[config.mk]
export PLATFORM = sky130hd
export DESIGN_NAME = gin_tag_sequencer
export DESIGN_NICKNAME = d
export VERILOG_FILES = /design/src/rtl/noc_pkg.sv /design/src/rtl/gin_seq_fifo.sv /design/src/rtl/gin_tag_sequencer.sv
export SDC_FILE = /design/constraint.sdc
export NUM_CORES = 1
export LEC_CHECK = 0
export ABC_AREA = 1
export CAP_MARGIN = 40
export CORE_MARGIN = 3
export CORE_UTILIZATION = 35
export CTS_BUF_LIST = sky130_fd_sc_hd__clkbuf_8
export CTS_CLUSTER_SIZE = 24
export DETAILED_ROUTE_END_ITERATION = 6
export MAX_ROUTING_LAYER = met4
export SLEW_MARGIN = 25
export SYNTH_ARGS = -nofsm -noshare
export SYNTH_HDL_FRONTEND = slang
export SYNTH_SLANG_ARGS = --single-unit
[constraint.sdc]
create_clock -name clk -period 30.5 [get_ports clk]
set_input_delay 9.15 -clock clk [delete_from_list [all_inputs] [get_ports clk]]
set_output_delay 9.15 -clock clk [all_outputs]
set_load 0.01 [all_outputs]
[src/rtl/noc_pkg.sv]
// Shared types for the GIN tag sequencer: FSM state encoding and the buffered entry.
// The entry field widths below fix the buffer word layout and match the default widths
// of gin_tag_sequencer. Instantiate the sequencer with data or tag widths no larger than
// these, or wider inputs are truncated when they are buffered.
package noc_pkg;

  localparam int unsigned GinDataWidth   = 64;
  localparam int unsigned GinRowTagWidth = 4;
  localparam int unsigned GinColTagWidth = 4;

  typedef enum logic [1:0] {
    StIdle,
    StRun,
    StFlush
  } gin_seq_state_e;

  typedef struct packed {
    logic [GinDataWidth-1:0]   data;
    logic [GinRowTagWidth-1:0] row_tag;
    logic [GinColTagWidth-1:0] col_tag;
  } gin_entry_t;

endpackage

[src/rtl/gin_seq_fifo.sv]
// Synchronous FIFO of tagged GIN entries, power-of-two depth, synchronous active-high reset.
// A write is accepted while full when a read happens in the same cycle.
module gin_seq_fifo
  import noc_pkg::*;
#(
  parameter int unsigned Depth = 4
) (
  input  logic       clk_i,
  input  logic       rst_i,
  input  logic       wr_i,
  input  gin_entry_t wdata_i,
  input  logic       rd_i,
  output gin_entry_t rdata_o,
  output logic       full_o,
  output logic       empty_o,
  output logic       last_o
);

  localparam int unsigned AddrW = $clog2(Depth);

  gin_entry_t       mem_q [Depth];
  logic [AddrW-1:0] wptr_q, wptr_d;
  logic [AddrW-1:0] rptr_q, rptr_d;
  logic [AddrW:0]   cnt_q, cnt_d;
  logic             wr_en, rd_en;

  assign full_o  = (cnt_q == (AddrW + 1)'(Depth));
  assign empty_o = (cnt_q == '0);
  assign last_o  = (cnt_q == (AddrW + 1)'(1));
  assign rdata_o = mem_q[rptr_q];

  assign rd_en = rd_i && !empty_o;
  assign wr_en = wr_i && (!full_o || rd_en);

  // Pointer and occupancy next-state.
  always_comb begin
    wptr_d = wptr_q;
    rptr_d = rptr_q;
    cnt_d  = cnt_q;
    if (wr_en) begin
      wptr_d = wptr_q + AddrW'(1);
    end
    if (rd_en) begin
      rptr_d = rptr_q + AddrW'(1);
    end
    if (wr_en && !rd_en) begin
      cnt_d = cnt_q + (AddrW + 1)'(1);
    end else if (rd_en && !wr_en) begin
      cnt_d = cnt_q - (AddrW + 1)'(1);
    end
  end

  // Pointer and occupancy registers.
  always_ff @(posedge clk_i) begin
    if (rst_i) begin
      wptr_q <= '0;
      rptr_q <= '0;
      cnt_q  <= '0;
    end else begin
      wptr_q <= wptr_d;
      rptr_q <= rptr_d;
      cnt_q  <= cnt_d;
    end
  end

  // Storage array; contents need no reset because occupancy gates every read.
  always_ff @(posedge clk_i) begin
    if (wr_en) begin
      mem_q[wptr_q] <= wdata_i;
    end
  end

endmodule

[src/rtl/gin_tag_sequencer.sv]
// GIN tag sequencer: streams words from the global buffer into the GIN, stamping each word
// with a row/column tag that walks a (rows x cols x words-per-tag) pass.
// Optional feature: define GIN_SEQ_STALL_CNT_EN to add the 32-bit stall_cnt output.
module gin_tag_sequencer
  import noc_pkg::*;
#(
  parameter int unsigned DATA_WIDTH    = 64,
  parameter int unsigned ROW_TAG_WIDTH = 4,
  parameter int unsigned COL_TAG_WIDTH = 4,
  parameter int unsigned WPT_WIDTH     = 8,
  parameter int unsigned FIFO_DEPTH    = 4
) (
  input  logic                     clk,
  input  logic                     reset,
  input  logic                     start,
  input  logic [ROW_TAG_WIDTH-1:0] cfg_row_last,
  input  logic [COL_TAG_WIDTH-1:0] cfg_col_last,
  input  logic [WPT_WIDTH-1:0]     cfg_wpt_last,
  input  logic                     src_valid,
  input  logic [DATA_WIDTH-1:0]    src_data,
  output logic                     src_ready,
  output logic                     gin_enable,
  output logic [DATA_WIDTH-1:0]    gin_data,
  output logic [ROW_TAG_WIDTH-1:0] gin_row_tag,
  output logic [COL_TAG_WIDTH-1:0] gin_col_tag,
  input  logic                     gin_ready,
`ifdef GIN_SEQ_STALL_CNT_EN
  output logic [31:0]              stall_cnt,
`endif
  output logic                     busy,
  output logic                     done
);

  // Wide enough for (2^R)*(2^C)*(2^W) words without truncation.
  localparam int unsigned TotW = ROW_TAG_WIDTH + COL_TAG_WIDTH + WPT_WIDTH + 1;

  gin_seq_state_e           state_q, state_d;
  logic [TotW-1:0]          total_q, total_d;
  logic [TotW-1:0]          acc_q, acc_d;
  logic [ROW_TAG_WIDTH-1:0] row_q, row_d;
  logic [COL_TAG_WIDTH-1:0] col_q, col_d;
  logic [WPT_WIDTH-1:0]     wpt_q, wpt_d;
  logic [COL_TAG_WIDTH-1:0] col_last_q, col_last_d;
  logic [WPT_WIDTH-1:0]     wpt_last_q, wpt_last_d;

  logic       start_accept;
  logic       src_fire, gin_fire;
  logic       fifo_full, fifo_empty, fifo_last;
  gin_entry_t wr_entry, rd_entry;

  assign start_accept = (state_q == StIdle) && start;
  assign src_ready    = (state_q == StRun) && !fifo_full && (acc_q < total_q);
  assign src_fire     = src_valid && src_ready;
  assign gin_enable   = !fifo_empty;
  assign gin_fire     = gin_enable && gin_ready;
  assign busy         = (state_q != StIdle);

  // Tags are stamped at write time so they travel with the word through the buffer.
  always_comb begin
    wr_entry         = '0;
    wr_entry.data    = GinDataWidth'(src_data);
    wr_entry.row_tag = GinRowTagWidth'(row_q);
    wr_entry.col_tag = GinColTagWidth'(col_q);
  end

  assign gin_data    = DATA_WIDTH'(rd_entry.data);
  assign gin_row_tag = ROW_TAG_WIDTH'(rd_entry.row_tag);
  assign gin_col_tag = COL_TAG_WIDTH'(rd_entry.col_tag);

  gin_seq_fifo #(
    .Depth (FIFO_DEPTH)
  ) u_fifo (
    .clk_i   (clk),
    .rst_i   (reset),
    .wr_i    (src_fire),
    .wdata_i (wr_entry),
    .rd_i    (gin_fire),
    .rdata_o (rd_entry),
    .full_o  (fifo_full),
    .empty_o (fifo_empty),
    .last_o  (fifo_last)
  );

  // Pass FSM, tag walk and done pulse.
  always_comb begin
    state_d    = state_q;
    total_d    = total_q;
    acc_d      = acc_q;
    row_d      = row_q;
    col_d      = col_q;
    wpt_d      = wpt_q;
    col_last_d = col_last_q;
    wpt_last_d = wpt_last_q;
    done       = 1'b0;

    case (state_q)
      StIdle: begin
        if (start) begin
          state_d    = StRun;
          total_d    = (TotW'(cfg_row_last) + TotW'(1)) *
                       (TotW'(cfg_col_last) + TotW'(1)) *
                       (TotW'(cfg_wpt_last) + TotW'(1));
          acc_d      = '0;
          row_d      = '0;
          col_d      = '0;
          wpt_d      = '0;
          col_last_d = cfg_col_last;
          wpt_last_d = cfg_wpt_last;
        end
      end
      StRun: begin
        if (src_fire) begin
          acc_d = acc_q + TotW'(1);
          if (wpt_q == wpt_last_q) begin
            wpt_d = '0;
            if (col_q == col_last_q) begin
              col_d = '0;
              row_d = row_q + ROW_TAG_WIDTH'(1);
            end else begin
              col_d = col_q + COL_TAG_WIDTH'(1);
            end
          end else begin
            wpt_d = wpt_q + WPT_WIDTH'(1);
          end
          if (acc_q == total_q - TotW'(1)) begin
            state_d = StFlush;
          end
        end
      end
      StFlush: begin
        // All words are buffered; the pass ends as the last one leaves.
        if (gin_fire && fifo_last) begin
          state_d = StIdle;
          done    = !reset;
        end
      end
      default: state_d = StIdle;
    endcase
  end

  // State and counter registers with synchronous reset.
  always_ff @(posedge clk) begin
    if (reset) begin
      state_q    <= StIdle;
      total_q    <= '0;
      acc_q      <= '0;
      row_q      <= '0;
      col_q      <= '0;
      wpt_q      <= '0;
      col_last_q <= '0;
      wpt_last_q <= '0;
    end else begin
      state_q    <= state_d;
      total_q    <= total_d;
      acc_q      <= acc_d;
      row_q      <= row_d;
      col_q      <= col_d;
      wpt_q      <= wpt_d;
      col_last_q <= col_last_d;
      wpt_last_q <= wpt_last_d;
    end
  end

`ifdef GIN_SEQ_STALL_CNT_EN
  logic [31:0] stall_cnt_q, stall_cnt_d;

  // Saturating count of cycles the GIN holds off a presented word.
  always_comb begin
    stall_cnt_d = stall_cnt_q;
    if (start_accept) begin
      stall_cnt_d = '0;
    end else if (gin_enable && !gin_ready && (stall_cnt_q != '1)) begin
      stall_cnt_d = stall_cnt_q + 32'd1;
    end
  end

  // Stall counter register.
  always_ff @(posedge clk) begin
    if (reset) begin
      stall_cnt_q <= '0;
    end else begin
      stall_cnt_q <= stall_cnt_d;
    end
  end

  assign stall_cnt = stall_cnt_q;
`else
  // Keeps start_accept referenced when the stall counter is compiled out.
  logic unused_start_accept;
  assign unused_start_accept = start_accept;
`endif

endmodule

==> flow_summary_export.csv, run 1 <==
group,metric,value,unit
status,status,"finished clean",
clock_network,clk_latency,0.63,ns
finish,finish.utilization,42.46,%
die,die_h,237.5,um
die,coreArea,52760,sq um
yosys,synth_edf_count,288,
min_path,min_to,"wpt_last_q[0]$_SDFFE_PP0P_",
grt,grtUsageTotal,16.74,%
yosys,synth_cell_types,41,
critical_path,crit_path_start_kind,"input port",
route,dr.pass1.iters,5,
timing,maxSlewViolCount,0,
die,die_area,56400,sq um
timing,maxSlewHeadroom,46.26,%
die,fp.dieW,237.5,um
finish,n_antenna_cell,0,
timing,period_needed,19.93,ns
place,dpl.hpwl,30.98,mm
timing,worst_slew_pin_slew,0.8035,ns
timing,worst_slack,10.57,ns
route,wirelength,45.41,mm
yosys,ys_seq_elements,361,
finish,nets,2298,
clock_network,cts_hold_buf,0,
timing,setup_viol,0,
pwr,cell_internal_pwr,0.001103,W
clock_network,cts-buffers-inserted,58,
critical_path,cp-end-kind,"output pin",
route,vias,13753,
finish,layout_common_cells,"294 x nor2_1, 288 x nand2_1, 288 x edfxtp_1, 245 x inv_1, 180 x o21ai_0",
die,io_pins,161,
die,rows,84,
place,placed_cell_area,21250,sq um
pwr,p_leak,8.891,nW
timing,hold_viol_final,0,
critical_path,r2r_slack,26.98,ns
timing,final.setup_skew,0.01967,ns
grt,grt_pass1_wl,73.62,mm
finish,final_common_cell,"nor2_1",
clock_network,post_cts_resize_count,0,
critical_path,regToRegEndpoint,"u_fifo.mem_q[3][46]$_DFFE_PP_",
pwr,pwr-share-seq,32.5,%
yosys,synth_top_cell_area_share,46.11,%
pwr,cellPowerDensity,79.96,nW/um^2
critical_path,arrival,10.78,ns
critical_path,path_max_fanout,5,
finish,multi_input_area,7537,sq um
yosys,synth_area_leaders,"edfxtp_1 46%, dfxtp_1 7.8%, fa_1 6.9%",
clock_network,cts_setup_buffers,0,
yosys,synth-async-reset-ratio,0,%
route,first_iter_violations,810,
job,drv_cap,0,
finish,register_area,10110,sq um
yosys,ys.flop_type,"edfxtp_1",
timing,rsz0062_at_grt,"false",
min_path,hold_start,"wpt_last_q[0]$_SDFFE_PP0P_",
clock_network,cts.path.max_buffers,3,
pwr,power.share.clock,23.1,%
timing,fin_setup_tns,0,ns
route,wl_per_cell,16.24,um
yosys,synth_top_area_cell,"edfxtp_1",
finish,fillCellCount,4974,
pwr,netSwitchingFraction,38.43,%
timing,whs,0.4793,ns
grt,antenna_found_initial,0,
min_path,hold_depth,2,
die,initial_core_util,35.55,%
yosys,syn-num-nets,2127,
pwr,power_frac_comb,44.4,%
place,dp_slack,10.53,ns
min_path,hp-class,"flop to flop",
finish,final_area,22400,sq um
grt,gr-total-overflow,0,
clock_network,cts_tree,"done",
clock_network,clk_pin_slew,0.06,ns
clock_network,root_buffer,"clkbuf_8",
yosys,yosys_warnings,0,
critical_path,cp.required,21.35,ns
route,ant_nets,0,
pwr,irDropWorstVdd,0.06207,mV
finish,layout-drive-gt1-share,5.645,%
grt,grt_max_degree,63,
place,portBuffers,160,
critical_path,reg2regPathDepth,12,
clock_network,h-tree-depth,2,
timing,fin_crit_sh,65.35,%
clock_network,clkSinkCount,361,
timing,max_freq,50.17,MHz
yosys,synthCells,1893,
critical_path,critical_path_class,"input port to output pin",
finish,syn_to_final_growth,19.45,%
route,drc,0,
yosys,ys_seq_area_share,53.90,%
grt,grt_pass1_vias,13867,
place,gp_congestion,0.9015,
yosys,avgSynthCellArea,9.908,sq um
critical_path,r2r_start,"acc_q[11]$_SDFFE_PP0P_",
yosys,syn_area,18760,sq um
route,via_per_inst,4.919,
pwr,netSwitchingPower,0.0006885,W
[cell families after synthesis]
kind of cell	synth area share [%]
AO/OA/AOI/OAI	9.787
XOR/XNOR	2.648
buffers and inverters	6.071
flip-flops	53.90
AND/OR/NAND/NOR	15.05
adder cells (fa/ha/maj)	12.54
[critical path: stages]
cell,delay [ns]
clkdlybuf4s50_1,0.49
nand2_1,0.08
inv_1,0.13
nand3_1,0.11
nor4_1,0.21
clkdlybuf4s50_1,0.61
[stage by stage]
step                instances  total power [W]
CTS                      2796         0.001814
detailed placement       2692         0.001394
global route             2796         0.001954
global placement         2685         0.001379
floorplan                1893         0.001126
finish                   2796         0.001791
[how the worst max path moves through the flow]
stage | startpoint | end | cells past startpoint
floorplan | gin_ready | done | 4
global placement | gin_ready | done | 6
detailed placement | gin_ready | done | 6
CTS | gin_ready | done | 6
global route | gin_ready | done | 6
finish | gin_ready | done | 6
[synth_stat cells (all sizes together), types with 7 or more instances]
cell type and count:
nor2 301, nand2 290, edfxtp 288, inv 232
o21ai 180, ha 84, o22ai 81, dfxtp 73
a21oi 67, fa 65, clkbuf 60, nand3 54
xor2 45, nand4 19, xnor2 9, nor3 7
[area by class of cell]
type                            count  area share (%)
Timing Repair Buffer              177           8.277
Multi-Input combinational cell   1233           33.64
Sequential cell                   361           45.15
Clock inverter                     41           1.296
Tap cell                          688           3.843
Clock buffer                       63           3.870
Inverter                          233           3.921
[per-layer routing]
metal  vias up  global-route usage [%]  wire [um]
met3        74                   2.309       2237
li1       6716                       -          -
met1      6649                   21.34      20130
met2       314                   27.88      22010
met5         -                       -          0
met4         0                   5.162       1037
[power groups by stage]
stage | clock [W] | sequential [W] | combinational [W]
floorplan | 0 | 0.000580 | 0.000546
global placement | 0 | 0.000592 | 0.000787
detailed placement | 0 | 0.000592 | 0.000801
CTS | 0.000426 | 0.000582 | 0.000806
global route | 0.000451 | 0.000585 | 0.000918
finish | 0.000414 | 0.000582 | 0.000796
[registers in the layout, indices dropped and copies added, names as in the netlist, 3 cells and up, named ones only]
| name | flops |
|---|---|
| u_fifo.mem_q | 288 |
| acc_q | 17 |
| total_q | 17 |
| wpt_last_q | 8 |
| wpt_q | 8 |
| col_last_q | 4 |
| col_q | 4 |
| row_q | 4 |
| u_fifo.cnt_q | 3 |
(Power assumes the default switching activity.)
==> run 2: changes to the inputs <==
- clock period: 30.5 -> 20.7 ns (I/O delays scaled with it)
==> flow_summary_export.csv, run 2 (synthesized netlist as in run 1, its figures left out) <==
group,metric,value,unit
die,rows,84,
finish,top_register,"u_fifo.mem_q",
route,wirelength,46.04,mm
critical_path,reg2regPathDepth,12,
pwr,pwr-share-seq,32.8,%
timing,worst_slew_pin_slew,0.8014,ns
pwr,power_frac_comb,44.9,%
clock_network,cts_setup_buffers,0,
place,dpl.hpwl,31.14,mm
die,die_h,237.5,um
clock_network,cts.path.max_buffers,3,
finish,fillCellCount,5001,
timing,max_freq,71.37,MHz
route,ant_nets,0,
grt,grt_pass1_wl,74.18,mm
clock_network,cts-buffers-inserted,59,
route,wl_per_cell,16.42,um
finish,nets,2300,
min_path,hold_depth,1,
timing,fin_setup_tns,0,ns
critical_path,r2r_start,"acc_q[11]$_SDFFE_PP0P_",
critical_path,regToRegEndpoint,"u_fifo.mem_q[3][52]$_DFFE_PP_",
clock_network,cts_tree,"done",
job,drv_cap,0,
clock_network,root_buffer,"clkbuf_8",
clock_network,cts_hold_buf,0,
min_path,hp-class,"flop to flop",
finish,final_common_cell,"nor2_1",
critical_path,path_delay_family,"buffers and inverters",
finish,multi_input_area,7537,sq um
min_path,hold_start,"u_fifo.rptr_q[0]$_SDFFE_PP0P_",
critical_path,cp-end-kind,"output pin",
grt,grtUsageTotal,16.93,%
die,die_area,56400,sq um
timing,final.setup_skew,0.02561,ns
clock_network,clkSinkCount,361,
status,status,"finished clean",
pwr,finalPower,0.002612,W
critical_path,crit_path_start_kind,"input port",
critical_path,arrival,7.80,ns
finish,largest_register_ffs,288,
clock_network,post_cts_resize_count,0,
clock_network,clk_latency,0.63,ns
finish,register_area,10110,sq um
clock_network,clk_pin_slew,0.06,ns
finish,syn_to_final_growth,19.09,%
finish,layout_common_cells,"294 x nor2_1, 288 x nand2_1, 288 x edfxtp_1, 246 x inv_1, 180 x o21ai_0",
timing,hold_viol_final,0,
grt,gr-total-overflow,0,
critical_path,r2r_slack,17.14,ns
critical_path,startpoint,"gin_ready",
min_path,min_to,"u_fifo.rptr_q[0]$_SDFFE_PP0P_",
route,via_per_inst,4.903,
pwr,p_leak,8.874,nW
route,dr.pass1.iters,5,
timing,rsz0062_at_grt,"false",
place,portBuffers,160,
critical_path,critical_path.max_stage_delay,0.60,ns
finish,layout-drive-gt1-share,5.724,%
grt,grt_max_degree,75,
grt,antenna_found_initial,0,
pwr,irDropWorstVdd,0.09301,mV
die,fp.dieW,237.5,um
pwr,netSwitchingFraction,39.11,%
critical_path,cp.required,14.49,ns
place,gp_congestion,0.8995,
critical_path,critical_path_class,"input port to output pin",
grt,grt_pass1_vias,13938,
pwr,cellPowerDensity,116.9,nW/um^2
die,io_pins,161,
timing,period_needed,14.01,ns
route,drc,0,
die,coreArea,52760,sq um
critical_path,crit_buf_inv,3,
timing,maxSlewViolCount,0,
timing,setup_viol,0,
critical_path,critPathSlowestCell,"clkdlybuf4s50_1",
critical_path,path_max_fanout,5,
timing,maxSlewHeadroom,46.40,%
route,vias,13743,
die,initial_core_util,35.55,%
finish,reg_top3,"u_fifo.mem_q x288, acc_q x17, total_q x17",
timing,fin_crit_sh,67.69,%
critical_path,worstPathCellList,"clkdlybuf4s50_1 > nand2_1 > inv_1 > nand3_1 > nor4_1 > clkdlybuf4s50_1",
pwr,power.share.clock,22.3,%
critical_path,crit_top_cell,"clkdlybuf4s50_1",
pwr,cell_internal_pwr,0.001590,W
route,first_iter_violations,822,
clock_network,h-tree-depth,2,
pwr,netSwitchingPower,0.001021,W
==> run 2: cell count changes in the layout (fill, tap and decap cells not counted), moves of 2 or more <==
| cell | change |
|---|---|
| bufinv_16 | -3 |
| clkinv_4 | +2 |
| buf_4 | +2 |
| buf_12 | +2 |
| buf_16 | -3 |
| clkinv_1 | +3 |
==> run 2: power by group through the flow <==
| stage | clock network, W | logic [W] | registers (W) |
|---|---|---|---|
| 4_1_cts | 0.000603 | 0.00119 | 0.000856 |
| 6_report | 0.000583 | 0.00117 | 0.000856 |
| 3_3_place_gp | 0 | 0.00116 | 0.000870 |
| 2_1_floorplan | 0 | 0.000805 | 0.000855 |
| 5_1_grt | 0.000639 | 0.00135 | 0.000860 |
| 3_5_place_dp | 0 | 0.00118 | 0.000871 |
==> run 2: worst max-delay path by stage <==
stage,end,cells past startpoint
after detailed placement,total_q[14]$_SDFFE_PP0P_,33
after global routing,done,6
final,done,6
after floorplan,total_q[14]$_SDFFE_PP0P_,32
after global placement,total_q[14]$_SDFFE_PP0P_,33
after CTS,done,6
==> run 2: per-layer routing <==
layer	vias up	global-route usage, %	wire, um	share of wire, %
met5	-	-	0	0
met2	314	28.15	21940	48
met3	66	2.947	2337	5.1
met4	0	4.296	932	2.0
met1	6624	21.59	20830	45
li1	6739	-	-	-
==> run 2: area by class of cell <==
cell class                      count  area share [%]
Tap cell                          688           3.854
Clock buffer                       63           3.882
Multi-Input combinational cell   1233           33.75
Inverter                          233           3.927
Antenna cell                        1         0.01120
Clock inverter                     46           1.115
Sequential cell                   361           45.29
Timing Repair Buffer              178           8.179
==> run 2: through the flow <==
step                area (sq um)  worst slack [ns]  utilization, %  hold WS [ns]  instances
finish                     22340             6.688           42.33        0.4876       2803
floorplan                  18760             7.632               -        0.4431       1893
CTS                        22310             6.613           42.29        0.4822       2801
global route               22330             6.469           42.33        0.5280       2802
detailed placement         21200             6.478           40.18        0.4746       2692
global placement           21080             6.503           39.96        0.4589       2687
